File: src/rtl/timer_share_pkg.sv
// Shared types and default constants for the time-shared interval counter.
package timer_share_pkg;

    localparam int unsigned DefCw     = 10;
    localparam int unsigned DefMaxLen = 999;

    typedef enum logic [1:0] {
        StIdle,
        StRun,
        StDone
    } state_e;

endpackage

File: src/rtl/rr_pick.sv
// Combinational round-robin picker: first set request at or after i_rr_ptr, ascending modulo N_REQ.
module rr_pick #(
    parameter int unsigned N_REQ = 4,
    parameter int unsigned IW    = (N_REQ > 1) ? $clog2(N_REQ) : 1
) (
    input  logic [N_REQ-1:0] i_req,
    input  logic [IW-1:0]    i_rr_ptr,
    output logic [N_REQ-1:0] o_winner,
    output logic             o_valid
);

    logic [IW-1:0] w_idx;

    always_comb begin
        o_winner = '0;
        o_valid  = 1'b0;
        w_idx    = '0;
        for (int k = 0; k < int'(N_REQ); k++) begin
            w_idx = IW'((int'(i_rr_ptr) + k) % int'(N_REQ));
            if (!o_valid && i_req[w_idx]) begin
                o_winner[w_idx] = 1'b1;
                o_valid         = 1'b1;
            end
        end
    end

endmodule

File: src/rtl/timer_share_arb.sv
// One shared up-counter lent round-robin to N_REQ requesters, each for a latched terminal count.
module timer_share_arb
    import timer_share_pkg::*;
#(
    parameter int unsigned N_REQ   = 4,
    parameter int unsigned CW      = DefCw,
    parameter int unsigned MAX_LEN = DefMaxLen
) (
    input  logic                clk,
    input  logic                reset,
    input  logic [N_REQ-1:0]    req,
    input  logic [N_REQ*CW-1:0] len,
    output logic [N_REQ-1:0]    gnt,
    output logic [N_REQ-1:0]    done,
    output logic                busy,
    output logic [CW-1:0]       q
);

    localparam int unsigned IW = (N_REQ > 1) ? $clog2(N_REQ) : 1;

    state_e           r_state, w_state_d;
    logic [N_REQ-1:0] r_gnt, w_gnt_d;
    logic [N_REQ-1:0] r_done, w_done_d;
    logic             r_busy, w_busy_d;
    logic [CW-1:0]    r_q, w_q_d;
    logic [CW-1:0]    r_len_l, w_len_l_d;
    logic [IW-1:0]    r_rr_ptr, w_rr_ptr_d;
    logic [IW-1:0]    r_owner, w_owner_d;

    logic [N_REQ-1:0] w_winner;
    logic             w_valid;
    logic [IW-1:0]    w_win_idx;
    logic [CW-1:0]    w_len_arr [N_REQ];
    logic [CW-1:0]    w_len_sel;
    logic [CW-1:0]    w_len_clamp;
    logic [IW-1:0]    w_ptr_next;
    logic [N_REQ-1:0] w_owner_oh;

    for (genvar g = 0; g < N_REQ; g++) begin : g_len_unpack
        assign w_len_arr[g] = len[g*CW +: CW];
    end

    rr_pick #(
        .N_REQ (N_REQ),
        .IW    (IW)
    ) u_rr_pick (
        .i_req    (req),
        .i_rr_ptr (r_rr_ptr),
        .o_winner (w_winner),
        .o_valid  (w_valid)
    );

    always_comb begin
        w_win_idx = '0;
        for (int i = 0; i < int'(N_REQ); i++) begin
            if (w_winner[i]) begin
                w_win_idx = IW'(i);
            end
        end
    end

    assign w_len_sel   = w_len_arr[w_win_idx];
    // Clamping at latch time is what guarantees q can never wrap.
    assign w_len_clamp = (32'(w_len_sel) > MAX_LEN) ? CW'(MAX_LEN) : w_len_sel;
    assign w_ptr_next  = IW'((int'(r_owner) + 1) % int'(N_REQ));
    assign w_owner_oh  = N_REQ'(1) << r_owner;

    always_comb begin
        w_state_d  = r_state;
        w_gnt_d    = r_gnt;
        w_done_d   = '0;
        w_q_d      = r_q;
        w_len_l_d  = r_len_l;
        w_rr_ptr_d = r_rr_ptr;
        w_owner_d  = r_owner;
        unique case (r_state)
            StIdle: begin
                w_gnt_d = '0;
                w_q_d   = '0;
                if (w_valid) begin
                    w_state_d = StRun;
                    w_gnt_d   = w_winner;
                    w_owner_d = w_win_idx;
                    w_len_l_d = w_len_clamp;
                end
            end
            StRun: begin
                // Abort wins over terminal count.
                if (!req[r_owner]) begin
                    w_state_d  = StIdle;
                    w_gnt_d    = '0;
                    w_q_d      = '0;
                    w_rr_ptr_d = w_ptr_next;
                end else if (r_q == r_len_l) begin
                    w_state_d  = StDone;
                    w_gnt_d    = '0;
                    w_done_d   = w_owner_oh;
                    w_q_d      = '0;
                    w_rr_ptr_d = w_ptr_next;
                end else begin
                    w_q_d = r_q + CW'(1);
                end
            end
            StDone: begin
                w_state_d = StIdle;
            end
            default: begin
                w_state_d = StIdle;
                w_gnt_d   = '0;
                w_q_d     = '0;
            end
        endcase
        w_busy_d = (w_state_d != StIdle);
    end

    always_ff @(posedge clk or negedge reset) begin
        if (!reset) begin
            r_state  <= StIdle;
            r_gnt    <= '0;
            r_done   <= '0;
            r_busy   <= 1'b0;
            r_q      <= '0;
            r_len_l  <= '0;
            r_rr_ptr <= '0;
            r_owner  <= '0;
        end else begin
            r_state  <= w_state_d;
            r_gnt    <= w_gnt_d;
            r_done   <= w_done_d;
            r_busy   <= w_busy_d;
            r_q      <= w_q_d;
            r_len_l  <= w_len_l_d;
            r_rr_ptr <= w_rr_ptr_d;
            r_owner  <= w_owner_d;
        end
    end

    assign gnt  = r_gnt;
    assign done = r_done;
    assign busy = r_busy;
    assign q    = r_q;

endmodule

File: config.mk
export PLATFORM = sky130hd
export DESIGN_NAME = timer_share_arb
export DESIGN_NICKNAME = d
export VERILOG_FILES = /design/src/rtl/timer_share_pkg.sv /design/src/rtl/rr_pick.sv /design/src/rtl/timer_share_arb.sv
export SDC_FILE = /design/constraint.sdc
export NUM_CORES = 1
export LEC_CHECK = 0
export CAP_MARGIN = 10
export CORE_ASPECT_RATIO = 2
export CORE_UTILIZATION = 30
export CTS_BUF_LIST = sky130_fd_sc_hd__clkbuf_4
export DETAILED_ROUTE_END_ITERATION = 7
export GPL_TIMING_DRIVEN = 0
export PLACE_DENSITY_LB_ADDON = 0.15
export SLEW_MARGIN = 20
export SYNTH_ARGS = -nofsm -noshare
export SYNTH_HDL_FRONTEND = slang
export SYNTH_SLANG_ARGS = --single-unit
export TNS_END_PERCENT = 1
File: constraint.sdc
create_clock -name clk -period 3.68 [get_ports clk]
set_input_delay 0.552 -clock clk [delete_from_list [all_inputs] [get_ports clk]]
set_output_delay 0.552 -clock clk [all_outputs]
set_load 0.01 [all_outputs]
# Word-level counts from Yosys, hierarchy flattened
# Index checks and enable logic that the tools add are counted.
# op_classes
addsub,5
n_lt_le_gt_ge,11
n_eq_ne,5
shift,1
n_mux,49
n_bitwise,5
reduce_logical,15
# op_table
op,n
2-to-1 mux 10 bit,5
2-to-1 mux 4 bit,10
binary-select mux 10 bit (select 2 bit),1
case mux 10 bit (2 select lines),1
less-than comparator 2 x 3 -> 1 bit (second input constant),5
2-to-1 mux 1 bit,14
2-to-1 mux 2 bit,7
bitwise OR 4 bit,3
case mux 4 bit (3 select lines),1
adder 10 x 1 -> 10 bit (second input constant),1
binary-select mux 1 bit (select 2 bit),5
equality test 10 bit,1
> comparator 10 bit (second input constant),1
demux 1 bit (select 2 bit),4
greater-or-equal comparator 2 x 1 -> 1 bit (second input constant),4
logical AND 1 bit,7
AND reduction 2 bit,3
adder 2 x 1 -> 2 bit (second input constant),2
adder 2 bit (second input constant),2
case mux 2 bit (2 select lines),1
left shift 1 x 2 -> 4 bit (first input constant),1
greater-or-equal comparator 3 bit (second input constant),1
logical NOT 1 bit,3
inequality test 3 bit (second input constant),1
other kinds (7),7
# totals
register_bits,35
inputBits,46
output_inout_bits,19

# Logic depth before layout (Yosys ltp)
# depth
word_depth,21
depth_mapped,13

# Cells and area by module
# From an unflattened synthesis, not the netlist that was laid out.
# unflattened
hier_cells,267
area_unflattened_um2,2587.5
# modules_own_cells
module,instances,cells_per_inst,area_per_inst_um2,seq_area_each_um2
timer_share_arb,1,205,2093.3,875.8
rr_pick,1,62,494.2,0.0

# Worst setup path before layout
# OpenSTA, ideal clock, no wires.
# synth_path
path_kind,reg-to-reg
start,register r_rr_ptr[0]
end,register r_len_l[0]
setup_time_ns,0.133
arrival_ns,2.935
required_time_ns,3.547
setup_slack_ns,0.612
stages_incl_launch_ff,14
period_less_slack_ns,3.068
path_cell_list,dfrtp_1 -> buf_6 -> buf_2 -> inv_1 -> ha_1 -> mux2i_1 -> mux2_2 -> a211o_1 -> a22oi_1 -> o211a_1 -> buf_6 -> a211oi_1 -> o32ai_1 -> o21ai_1
# synth_between
elab_chain_cells,21
# synth_rtl
item,line_no,rtl
from (decl),timer_share_arb.sv:27,"logic [IW-1:0] r_rr_ptr, w_rr_ptr_d;"
from (signal assigned),timer_share_arb.sv:133,r_rr_ptr <= w_rr_ptr_d;
"parallel branches: the longest is 21 deep, another holds less-than comparator 2 x 3 -> 1 bit",--,
to (signal assigned),timer_share_arb.sv:132,r_len_l <= w_len_l_d;
to (decl),timer_share_arb.sv:26,"logic [CW-1:0] r_len_l, w_len_l_d;"
# Parallel ways; which one is timed is not known. The select of a mux whose other input is x is not followed.
# A chain may end at the register's enable or synchronous reset.

# Final worst setup path
# layout_path
start,register r_rr_ptr[0]
end,register r_len_l[1]
# Same word-level chain as after synthesis.

==> results_dict.tcl <==
set metrics [dict create \
    cts.sinks 35 \
    clk_pin_slew_ns 0.11 \
    skew_ns 0.00448 \
    antenna_found_initial 0 \
    post-route-util 0.429 \
    initial_core_util 0.312 \
    synth-seq-area-share 0.353 \
    ir_drop_mv 0.322 \
    track_usage 0.175 \
    synth_cell_types 55 \
    cp-end-kind "register" \
    report.final.slew_viol_count 0 \
    p_sw_frac 0.456 \
    power_frac_clock 0.082 \
    power_switching_uw 1240 \
    syn_to_final_growth_pct 37.6 \
    slew_headroom 0.658 \
    die_h_microns 131 \
    dr_total_vias 2227 \
    core_sq_um 7940 \
    drt_iter0_drc 53 \
    power_frac_comb 0.689 \
    clkLatencyLatePin_ns 0.34 \
    gp_congestion 0.811 \
    overflow 0 \
    synth.area.top_cells "dfrtp_1 (35%), mux2i_1 (7.3%), ha_1 (5.6%), xor2_1 (3.9%), o21ai_0 (3.4%)" \
    worst_ep_arrival_time_ns 3.74 \
    ant_nets 0 \
    cts_buffers 5 \
    grt_pass1_wl_microns 11300 \
    layout-drive-gt1-share 0.156 \
    syn-instance-count 258 \
    power.total_uw 2710 \
    grt_max_degree 24 \
    routed.top_layer "met4" \
    routed_wire_length_per_instance_microns 16.8 \
    clockBufferDepth 2 \
    synth-seq-cells 35 \
    rsz0062_at_grt "false" \
    drtPass1Iterations 4 \
    hold_viol_final 0 \
    power_leakage_uw 0.00146 \
    worst_slack_ns 0.213 \
    grt_pass1_vias 2206 \
    yosys.area.top_type "dfrtp_1" \
    tightest_slew_ns 0.513 \
    cp-start-kind "register" \
    synth.avg_cell_area_sq_um 9.61 \
    m1WireLength_microns 2640 \
    num_antenna_cells 0 \
    fp.dieArea_sq_um 8650 \
    cts_root_buffer "clkbuf_4" \
    synth_nets 315 \
    synth_top_area_share 0.353 \
    nets 389 \
    p_int_uw 1480 \
    io_pins 65 \
    ctsHtreeMaxLevel 2 \
    rows 46 \
    synth_area_sq_um 2480 \
    critPathKind "register to register" \
    place_hpwl_microns 5820 \
    cts_tree "built" \
    port_buffers 64 \
    final.setup.tns_ns 0 \
    synth_edf_count 0 \
    dieWidth_microns 66.3 \
    p_seq_frac 0.229 \
    finalCritPeriodShare 0.942 \
    timing.max_cap.violations 0 \
    ys.flop_type "dfrtp_1" \
    drcViolationCount 0 \
    min_period_ns 3.47 \
    ys.warnings.count 0 \
    met3_wirelength_microns 215 \
    hold_ws_ns 0.106 \
    required_ns 3.95 \
    post_drt_via_cell_ratio 5.19 \
    async_reset_ff_frac 1.00 \
    wl_met2_microns 4160 \
    worst-path-max-fanout 10 \
    p_per_area_nw_per_um2 796 \
    setup_viol 0 \
    status "complete, no violations" \
    fmax_mhz 288 \
    hp-class "input port to async pin" \
    dpl_worst_slack_ns -0.137 \
    wl_microns 7220 \
]
-- timing repair --
action | 4_1_cts | 5_1_grt
pin swaps | 2 | 3
resized for setup | 6 | 8
hold buffers | 0 | 0
setup buffers | 0 | 2
setup endpoints to repair | 5 | 5
-- worst paths after layout --
path | startpoint | endpoint | slack [ns] | cells after the start
hold / removal | reset | done[1] | 0.11 | 1
max in group asynchronous | reset | r_rr_ptr[0] | 3.14 | 2
min in group clk | gnt[3] | gnt[3] | 0.50 | 2
hold reg to reg | gnt[3] | gnt[3] | 0.50 | 2
setup / recovery | r_rr_ptr[0] | r_len_l[1] | 0.21 | 13
setup reg to reg | r_rr_ptr[0] | r_len_l[1] | 0.21 | 13
-- layer usage --
metal	vias up	GRT usage
li1	1080	-
met1	1081	0.175
met2	52	0.347
met3	14	0.0243
met4	0	0.0676
met5	-	0
-- cell usage in the layout, fill, tap and decap left out, types with 2 or more instances in the layout --
| cell | netlist | final |
|---|---|---|
| ha_1 | 11 | 10 |
| inv_1 | 14 | 14 |
| nor4_1 | 2 | 2 |
| a211o_2 | 2 | 2 |
| a221oi_2 | 4 | 3 |
| xor2_1 | 11 | 11 |
| clkdlybuf4s50_1 | 0 | 63 |
| xnor2_1 | 3 | 3 |
| nand2b_1 | 4 | 4 |
| a21oi_1 | 5 | 5 |
| o21ai_0 | 17 | 17 |
| o31ai_1 | 2 | 2 |
| mux2i_4 | 0 | 2 |
| mux2_2 | 5 | 5 |
| mux2i_1 | 18 | 15 |
| and2_1 | 4 | 4 |
| nand2_1 | 19 | 19 |
| o22ai_1 | 6 | 6 |
| buf_2 | 2 | 2 |
| nand3b_1 | 2 | 2 |
| clkbuf_4 | 0 | 7 |
| a22o_1 | 2 | 2 |
| or2b_2 | 4 | 4 |
| nand4_1 | 4 | 4 |
| buf_4 | 1 | 2 |
| buf_6 | 4 | 6 |
| nor2b_1 | 5 | 5 |
| a221oi_1 | 5 | 5 |
| nor2_1 | 22 | 22 |
| mux4_2 | 2 | 2 |
| dfrtp_1 | 35 | 34 |
| and3_1 | 2 | 2 |
| nand3_1 | 7 | 7 |
| o21ai_1 | 3 | 3 |
| a211oi_2 | 1 | 2 |
| clkbuf_1 | 3 | 3 |
| nor3_1 | 5 | 5 |
-- cell usage after synthesis (3+ instances only) --
master,n
a21oi_1,5
a221oi_1,5
a221oi_2,4
and2_1,4
buf_6,4
clkbuf_1,3
dfrtp_1,35
ha_1,11
inv_1,14
mux2_2,5
mux2i_1,18
nand2_1,19
nand2b_1,4
nand3_1,7
nand4_1,4
nor2_1,22
nor2b_1,5
nor3_1,5
o21ai_0,17
o21ai_1,3
o22ai_1,6
or2b_2,4
xnor2_1,3
xor2_1,11
-- state kept, by name, indices dropped and copies added (netlist names) --
signal / flops
r_rr_ptr: 2
q: 10
r_state: 2
r_len_l: 10
done: 4
r_owner: 2
gnt: 4
busy: 1
-- layout make-up --
| type | instances | area (sq um) |
|---|---|---|
| inverters | 15 | 56.3 |
| clock buffers | 7 | 52.6 |
| clock inverters | 1 | 5.00 |
| repair buffers | 67 | 678 |
| flip-flops and latches | 35 | 877 |
| well taps | 96 | 120 |
| fillers | 798 | 4530 |
| plain buffers | 10 | 83.8 |
| multi-input cells | 198 | 1540 |
-- through the flow --
step,std cells,area [sq um]
4_1_cts,427,3340
2_1_floorplan,258,2480
5_1_grt,429,3410
3_3_place_gp,418,3240
3_5_place_dp,419,3260
6_report,429,3410
-- cells by family after synthesis --
group / after synthesis / share of synthesized area
flip-flops: 35 / 0.353
AND/OR/NAND/NOR: 87 / 0.185
AO/OA/AOI/OAI: 61 / 0.191
XOR/XNOR: 14 / 0.0495
buffers and inverters: 25 / 0.0525
adder cells (fa/ha/maj): 11 / 0.0555
multiplexers: 25 / 0.114
-- worst max-delay path, cell delays in order (launching register included) --
cell and delay [ns]:
dfrtp_2 0.42, buf_6 0.14, buf_2 0.22, inv_1 0.16
ha_4 0.31, mux2i_4 0.21, mux2_2 0.34, a211o_2 0.35
a22oi_4 0.22, nor2b_2 0.07, buf_6 0.15, a221oi_2 0.35
nand4_1 0.23, o21ai_1 0.19
-- power groups by stage --
stage / combinational, uW / clock, uW / sequential (uW)
floorplan: 1250 / 0 / 607
global placement: 1690 / 0 / 632
detailed placement: 1720 / 0 / 634
CTS: 1770 / 227 / 625
global route: 2050 / 245 / 640
finish: 1870 / 222 / 622
(Power assumes the default switching activity.)
